===== config.mk =====
export PLATFORM = sky130hd
export DESIGN_NAME = loop_feedback_responder_flat
export DESIGN_NICKNAME = d
export VERILOG_FILES = /design/src/rtl/loop_feedback_responder_if.sv /design/src/rtl/loop_feedback_responder.sv /design/src/flat_wrapper.sv
export SDC_FILE = /design/constraint.sdc
export NUM_CORES = 1
export LEC_CHECK = 0
export ABC_AREA = 0
export BUFFER_PORTS_ARGS = -buffer_cell sky130_fd_sc_hd__buf_2
export CAP_MARGIN = 5
export CORE_MARGIN = 3
export CORE_UTILIZATION = 43
export DETAILED_ROUTE_END_ITERATION = 12
export GPL_TIMING_DRIVEN = 0
export PLACE_DENSITY = 0.55
export SYNTH_ARGS = -nofsm -noshare
export SYNTH_HDL_FRONTEND = slang
export SYNTH_SLANG_ARGS = --single-unit

===== constraint.sdc =====
create_clock -name clk -period 2.45 [get_ports clk]
set_input_delay 0.245 -clock clk [delete_from_list [all_inputs] [get_ports clk]]
set_output_delay 0.245 -clock clk [all_outputs]
set_load 0.01 [all_outputs]

===== src/rtl/loop_feedback_responder_if.sv =====
// Handshake bundle between the loop controller (master) and the
// ok_feedback responder (slave), plus the responder's debug state.
interface loop_feedback_responder_if;
   logic       enable;
   logic       sense;
   logic       ok_feedback;
   logic       ok_pulse;
   logic       fail;
   logic [2:0] state;

   modport master (
      output enable,
      output sense,
      input  ok_feedback,
      input  ok_pulse,
      input  fail,
      input  state
   );

   modport slave (
      input  enable,
      input  sense,
      output ok_feedback,
      output ok_pulse,
      output fail,
      output state
   );
endinterface


===== src/rtl/loop_feedback_responder.sv =====
// Responder side of the loop enable/ok_feedback handshake: settle, qualify the
// in-regulation comparator for a stable window, report OK or a sticky timeout FAIL.
module loop_feedback_responder #(
   parameter int SETTLE_CYCLES  = 16,
   parameter int STABLE_CYCLES  = 8,
   parameter int TIMEOUT_CYCLES = 1024,
   parameter int CNT_W          = 11
) (
   input logic                      clk,
   input logic                      rst,
   loop_feedback_responder_if.slave bus
);

   typedef enum logic [2:0] {
      IDLE    = 3'd0,
      SETTLE  = 3'd1,
      QUALIFY = 3'd2,
      OK      = 3'd3,
      FAIL    = 3'd4
   } state_e;

   localparam logic [CNT_W-1:0] SETTLE_LAST  = CNT_W'(SETTLE_CYCLES - 1);
   localparam logic [CNT_W-1:0] STABLE_LAST  = CNT_W'(STABLE_CYCLES - 1);
   localparam logic [CNT_W-1:0] TIMEOUT_LAST = CNT_W'(TIMEOUT_CYCLES - 1);

   logic             enable_meta, enable_s;
   logic             sense_meta, sense_s;
   state_e           state_q, state_nxt;
   logic [CNT_W-1:0] cnt, stab, tcnt;
   logic             ok_feedback_q, ok_pulse_q, fail_q;

   function automatic logic [CNT_W-1:0] sat_inc(input logic [CNT_W-1:0] v);
      return (v == {CNT_W{1'b1}}) ? v : v + CNT_W'(1);
   endfunction

   // NOTE: non-blocking assignments make each flop take its pre-edge input;
   // blocking ones here would collapse the two synchronizer stages into one.
   always_ff @(posedge clk or posedge rst) begin
      if (rst) begin
         enable_meta <= 1'b0;
         enable_s    <= 1'b0;
         sense_meta  <= 1'b0;
         sense_s     <= 1'b0;
      end else begin
         enable_meta <= bus.enable;
         enable_s    <= enable_meta;
         sense_meta  <= bus.sense;
         sense_s     <= sense_meta;
      end
   end

   // NOTE: state_nxt is defaulted before any branch so no path can infer a latch.
   always_comb begin
      state_nxt = state_q;
      if (!enable_s) begin
         state_nxt = IDLE;
      end else begin
         case (state_q)
            IDLE:    state_nxt = SETTLE;
            SETTLE:  if (cnt == SETTLE_LAST) state_nxt = QUALIFY;
            QUALIFY: begin
               if (sense_s && (stab == STABLE_LAST)) state_nxt = OK;
               else if (tcnt == TIMEOUT_LAST)       state_nxt = FAIL;
            end
            OK:      if (!sense_s) state_nxt = QUALIFY;
            FAIL:    state_nxt = FAIL;
            default: state_nxt = IDLE;
         endcase
      end
   end

   always_ff @(posedge clk or posedge rst) begin
      if (rst) begin
         state_q       <= IDLE;
         cnt           <= '0;
         stab          <= '0;
         tcnt          <= '0;
         ok_feedback_q <= 1'b0;
         ok_pulse_q    <= 1'b0;
         fail_q        <= 1'b0;
      end else begin
         state_q       <= state_nxt;
         ok_feedback_q <= (state_nxt == OK);
         ok_pulse_q    <= (state_nxt == OK) && (state_q != OK);
         fail_q        <= (state_nxt == FAIL);
         if (state_nxt != state_q) begin
            cnt  <= '0;
            stab <= '0;
            // The timeout budget spans SETTLE and QUALIFY as one window.
            tcnt <= (state_q == SETTLE && state_nxt == QUALIFY) ? sat_inc(tcnt) : '0;
         end else begin
            case (state_q)
               SETTLE: begin
                  cnt  <= sat_inc(cnt);
                  tcnt <= sat_inc(tcnt);
               end
               QUALIFY: begin
                  tcnt <= sat_inc(tcnt);
                  stab <= sense_s ? sat_inc(stab) : '0;
               end
               default: ;
            endcase
         end
      end
   end

   assign bus.ok_feedback = ok_feedback_q;
   assign bus.ok_pulse    = ok_pulse_q;
   assign bus.fail        = fail_q;
   assign bus.state       = state_q;

endmodule


===== src/flat_wrapper.sv =====
// flat-port wrapper written by rule: the top's interface ports become plain ports
module loop_feedback_responder_flat 
#(
   parameter int SETTLE_CYCLES  = 16,
   parameter int STABLE_CYCLES  = 8,
   parameter int TIMEOUT_CYCLES = 1024,
   parameter int CNT_W          = 11
)
  (clk, rst, bus_enable, bus_sense, bus_ok_feedback, bus_ok_pulse, bus_fail, bus_state);
  loop_feedback_responder_if bus_i ();
  input logic clk;
  input logic rst;
  input wire logic [$bits(bus_i.enable)-1:0] bus_enable;
  input wire logic [$bits(bus_i.sense)-1:0] bus_sense;
  output wire logic [$bits(bus_i.ok_feedback)-1:0] bus_ok_feedback;
  output wire logic [$bits(bus_i.ok_pulse)-1:0] bus_ok_pulse;
  output wire logic [$bits(bus_i.fail)-1:0] bus_fail;
  output wire logic [$bits(bus_i.state)-1:0] bus_state;
  assign bus_i.enable = bus_enable;
  assign bus_i.sense = bus_sense;
  assign bus_ok_feedback = bus_i.ok_feedback;
  assign bus_ok_pulse = bus_i.ok_pulse;
  assign bus_fail = bus_i.fail;
  assign bus_state = bus_i.state;
  loop_feedback_responder #(.SETTLE_CYCLES(SETTLE_CYCLES), .STABLE_CYCLES(STABLE_CYCLES), .TIMEOUT_CYCLES(TIMEOUT_CYCLES), .CNT_W(CNT_W)) u_core (.clk(clk), .rst(rst), .bus(bus_i));
endmodule

# == Yosys cells after proc, flatten, opt, wreduce, memory -nomap -nowiden ==
# Cells that the tools add are included.
# totals
reg_bits,43
latch_bits,0
mem_bits_rw,0
rom_bits,0
output_inout_bits,6
memories,0
# op_classes
add_sub_neg,3
n_mul,0
div_mod_pow,0
magnitude_cmp,0
n_eq_ne,17
shift,0
n_mux,17
bitwise_logic,0
reduce_logical,10
# op_table
op,n
11-bit two-way mux,11
"11-bit by 1-bit adder with 11-bit output, second input constant",3
"11-bit == test, second input constant",3
3-bit two-way mux,5
3-bit one-hot mux with 5 select lines,1
"3-bit by 2-bit == test with 1-bit output, second input constant",4
"11-bit by 10-bit == test with 1-bit output, second input constant",1
"11-bit by 3-bit == test with 1-bit output, second input constant",1
"11-bit by 4-bit == test with 1-bit output, second input constant",1
"3-bit == test, second input constant",2
2-bit nonzero test,3
2-bit AND reduction,2
"3-bit by 1-bit == test with 1-bit output, second input constant",1
1-bit logical AND,3
3-bit zero test,1
"3-bit by 2-bit != test with 1-bit output, second input constant",1
3-bit != test,1
"3-bit != test, second input constant",1
"2-bit by 1-bit != test with 1-bit output, second input constant",1
2-bit OR reduction,1

# == Longest topological paths before layout ==
# logic_depth
word_depth,9
depth_mapped,7
ltp_nobuf,6

# == Worst setup path before layout ==
# OpenSTA, ideal clock, no wires.
# synth_timing
kind,register to register
from,register u_core.tcnt[0]
to,register u_core.stab[5]
setup_time_ns,0.137
t_arrival_ns,1.574
setup_slack_ns,0.739
stages_incl_launch_ff,8
n_path_buf,1
period_less_slack_ns,1.711
path_cell_list,dfrtp_1 ha_1 nand4_1 nor4b_4 a21oi_2 o211ai_2 buf_4 a311oi_1
# synth_via
elab_chain_len,8
# synth_rtl
item,line_no,source
"start, declared",loop_feedback_responder.sv:29,"logic [CNT_W-1:0] cnt, stab, tcnt;"
"start signal, assigned",loop_feedback_responder.sv:90,tcnt <= (state_q == SETTLE && state_nxt == QUALIFY) ? sat_inc(tcnt) : '0;
"start signal, assigned",loop_feedback_responder.sv:95,tcnt <= sat_inc(tcnt);
"start signal, assigned",loop_feedback_responder.sv:98,tcnt <= sat_inc(tcnt);
11-bit by 10-bit == test with 1-bit output (*),loop_feedback_responder.sv:63,else if (tcnt == TIMEOUT_LAST) state_nxt = FAIL;
3-bit two-way mux (*),loop_feedback_responder.sv:63,
3-bit two-way mux (*),loop_feedback_responder.sv:62,if (sense_s && (stab == STABLE_LAST)) state_nxt = OK;
3-bit one-hot mux with 5 select lines (*),loop_feedback_responder.sv:58,case (state_q)
3-bit two-way mux (*),loop_feedback_responder.sv:55,if (!enable_s) begin
3-bit != test (*),loop_feedback_responder.sv:86,if (state_nxt != state_q) begin
3-bit != test (no source line) or 2-bit nonzero test (tied branches),n/a,
2-bit AND reduction (no source line),n/a,
"end signal, assigned",loop_feedback_responder.sv:99,stab <= sense_s ? sat_inc(stab) : '0;
"end, declared",loop_feedback_responder.sv:29,
# Every way passes the cells marked *; elsewhere a longest branch is shown, timed or not.
# A chain may end at the register's enable or synchronous reset.

# == Worst setup path in the final report ==
# layout_timing
from,register u_core.tcnt[0]
to,register u_core.stab[6]
# The elaborated chain is that of the path after synthesis.

==> flow_metrics.tcl <==
set metrics [dict create \
    outcome "complete, no violations" \
    syn_avg_cell_area_um2 9.57 \
    finClkSkew_ns 0.0122 \
    grt_pass1_wl_um 8830 \
    antenna_found_initial 0 \
    fillers 480 \
    min_to "u_core.enable_meta$_DFF_PP0_" \
    syn-cell-area_um2 2450 \
    reg2reg_slack_ns 0.40 \
    maxSlewHeadroom 0.702 \
    htreeDepth 2 \
    p_total_mw 1.33 \
    pre_cts_slack_ns 0.417 \
    first_pass_iters 6 \
    arrival_ns 2.21 \
    hp-start "bus_enable" \
    num_io_pins 10 \
    numPortBuffers 9 \
    core_um2 5300 \
    antenna_cells 0 \
    grt_max_degree 32 \
    routed_wl_um 4960 \
    syn2layout_area_growth_pct 9.96 \
    via_per_inst 5.45 \
    rsz0062_at_grt "no" \
    worstRegToRegCells 7 \
    syn_inst 256 \
    synthArstFlopShare 1.00 \
    critPathKind "flop to flop" \
    drive_gt1_frac 0.156 \
    ys_seq_area_frac 0.439 \
    power_leakage_nw 1.16 \
    synth_nets 263 \
    die_area_um2 6640 \
    setup_slack_ns 0.396 \
    hold_viol_final 0 \
    yosys.area.top_type_share 0.439 \
    fmax_mhz 487 \
    critPathLaunchType "flop" \
    cts-buffers-inserted 5 \
    fp-row-count 26 \
    final_max_slew_viol_count 0 \
    clk_pin_slew_ns 0.08 \
    cap_violations 0 \
    multi_input_area_um2 1310 \
    cts_root_buf "clkbuf_8" \
    nets 281 \
    hp-class "input pin to flop" \
    initial_utilization 0.462 \
    routedWlPerCell_um 14.4 \
    vias 1881 \
    clk-insertion-delay-late_ns 0.30 \
    drc 0 \
    cp-end-kind "flop" \
    grt-ovfl-total 0 \
    synth-seq-cells 43 \
    yosysUniqueCellTypes 55 \
    synth_edf_count 0 \
    cts_tree "built" \
    crit_required_ns 2.61 \
    yosysWarnings 0 \
    ant_nets 0 \
    peakVddDrop_v 0.000279 \
    synth.top_cells.by_count "dfrtp_1, nor2_1, nand2_1" \
    clk_path_buf_depth 2 \
    r2r-end "u_core.stab[6]$_DFFE_PP0P_" \
    worstPathMaxFanout 10 \
    finalCriticalPeriod_ns 2.05 \
    die_x_um 81.5 \
    timing.rr.start "u_core.tcnt[0]$_DFFE_PP0P_" \
    fin_crit_sh 0.838 \
    synth_most_common_cell "dfrtp_1" \
    grt_pass1_vias 1797 \
    grt_use_total 0.171 \
    p_per_area_nw_per_um2 493 \
    seq_area_um2 1080 \
    routabilityCongestion 0.870 \
    hpwl_um 3520 \
    min_path_cells 1 \
    setup_viol 0 \
    fin_setup_tns_ns 0 \
    clock_sinks 43 \
    synthTopCellsByArea "dfrtp_1, nor2_1, xnor2_1, nand2_1, nor3_2" \
    die_h_um 81.5 \
    ys.flop_type "dfrtp_1" \
    cts.repair.resized 0 \
    yosys.area.top_type "dfrtp_1" \
    max_slew.worst_pin.slew_ns 0.444 \
    drt_iter0_drc 88 \
]
final cells by class:
cell class | count | area share
timing repair buffer | 11 | 0.0279
clock buffer | 7 | 0.0283
inverter | 6 | 0.00836
clock inverter | 1 | 0.00186
sequential | 43 | 0.399
multi-input combinational | 199 | 0.486
tap | 70 | 0.0325
buffer | 8 | 0.0158
worst max-delay path by stage:
| stage | from | endpoint | slack [ns] | cells past startpoint |
|---|---|---|---|---|
| after global placement | u_core.tcnt[0]$_DFFE_PP0P_ | u_core.stab[5]$_DFFE_PP0P_ | 0.40 | 7 |
| after floorplan | u_core.tcnt[0]$_DFFE_PP0P_ | u_core.stab[5]$_DFFE_PP0P_ | 0.74 | 7 |
| final | u_core.tcnt[0]$_DFFE_PP0P_ | u_core.stab[6]$_DFFE_PP0P_ | 0.40 | 7 |
| after CTS | u_core.tcnt[0]$_DFFE_PP0P_ | u_core.stab[5]$_DFFE_PP0P_ | 0.42 | 7 |
| after detailed placement | u_core.tcnt[0]$_DFFE_PP0P_ | u_core.stab[5]$_DFFE_PP0P_ | 0.42 | 7 |
| after global routing | u_core.tcnt[0]$_DFFE_PP0P_ | u_core.stab[6]$_DFFE_PP0P_ | 0.23 | 7 |
timing repair:
action                                 CTS  global route
endpoints found under the hold margin   12             0
hold buffers                             1             0
setup buffers                            0             0
flip-flops by register name, indices dropped and copies added (netlist names):
signal and flops:
u_core.enable_s 1, u_core.bus.fail 1, u_core.stab 11, u_core.enable_meta 1, u_core.sense_s 1, u_core.bus.ok_feedback 1
u_core.tcnt 11, u_core.sense_meta 1, u_core.cnt 11, u_core.bus.ok_pulse 1, u_core.bus.state 3
power breakdown:
group / total [mW] / switching [mW] / internal (mW)
clock network: 0.444 / 0.243 / 0.201
registers: 0.753 / 0.0233 / 0.729
logic: 0.131 / 0.0798 / 0.0517
placed cells by master (no fill, tap or decap), types with 3 or more instances in the layout:
cell type and n:
a31oi_1 7, clkbuf_1 4, and3_1 8, a311oi_1 4, and4_1 3, o21a_1 3
nand2_1 25, dfrtp_1 43, and2_1 4, ha_1 3, a21oi_1 7, buf_2 13
nor3b_1 3, nand4_1 4, clkbuf_8 5, nor2b_1 3, nor2_1 32, nand2b_1 8
nor3_2 7, nand3_1 10, xnor2_1 11, xor2_1 6, o21ai_0 3, nor3_1 7
nor4_1 3, inv_1 5
logic make-up (layout without fill, tap and decap cells):
| family | after synthesis | in the layout | synth area share |
|---|---|---|---|
| AO/OA/AOI/OAI | 45 | 45 | 0.141 |
| XOR/XNOR | 17 | 17 | 0.0608 |
| adder cells (fa/ha/maj) | 3 | 3 | 0.0153 |
| buffers and inverters | 14 | 33 | 0.0266 |
| flip-flops | 43 | 43 | 0.439 |
| multiplexers | 2 | 2 | 0.00817 |
| AND/OR/NAND/NOR | 132 | 132 | 0.309 |
metrics by stage:
stage                     cell area, µm²  utilization  cells  hold slack (ns)
after floorplan                     2450            -    256            0.276
after global placement              2580        0.487    335            0.334
after detailed placement            2600        0.491    336            0.214
after CTS                           2690        0.508    345           0.0389
after global routing                2690        0.508    345           0.0419
final                               2690        0.508    345           0.0578
layer usage:
layer / global-route usage / share of wire / vias up
met1: 0.242 / 0.52 / 889
met3: 0.0329 / 0.034 / 5
li1: - / - / 957
met2: 0.259 / 0.44 / 30
met4: 0.0659 / 0.011 / 0
met5: 0 / 0 / -
worst max-delay path, stage by stage (launching register included):
cell      delay [ns]
dfrtp_1         0.39
ha_1            0.25
nand4_1         0.20
nor4b_4         0.35
a21oi_2         0.14
o211ai_2        0.28
buf_4           0.24
a311oi_1        0.07
No activity file was read; power rests on OpenSTA's default activity.
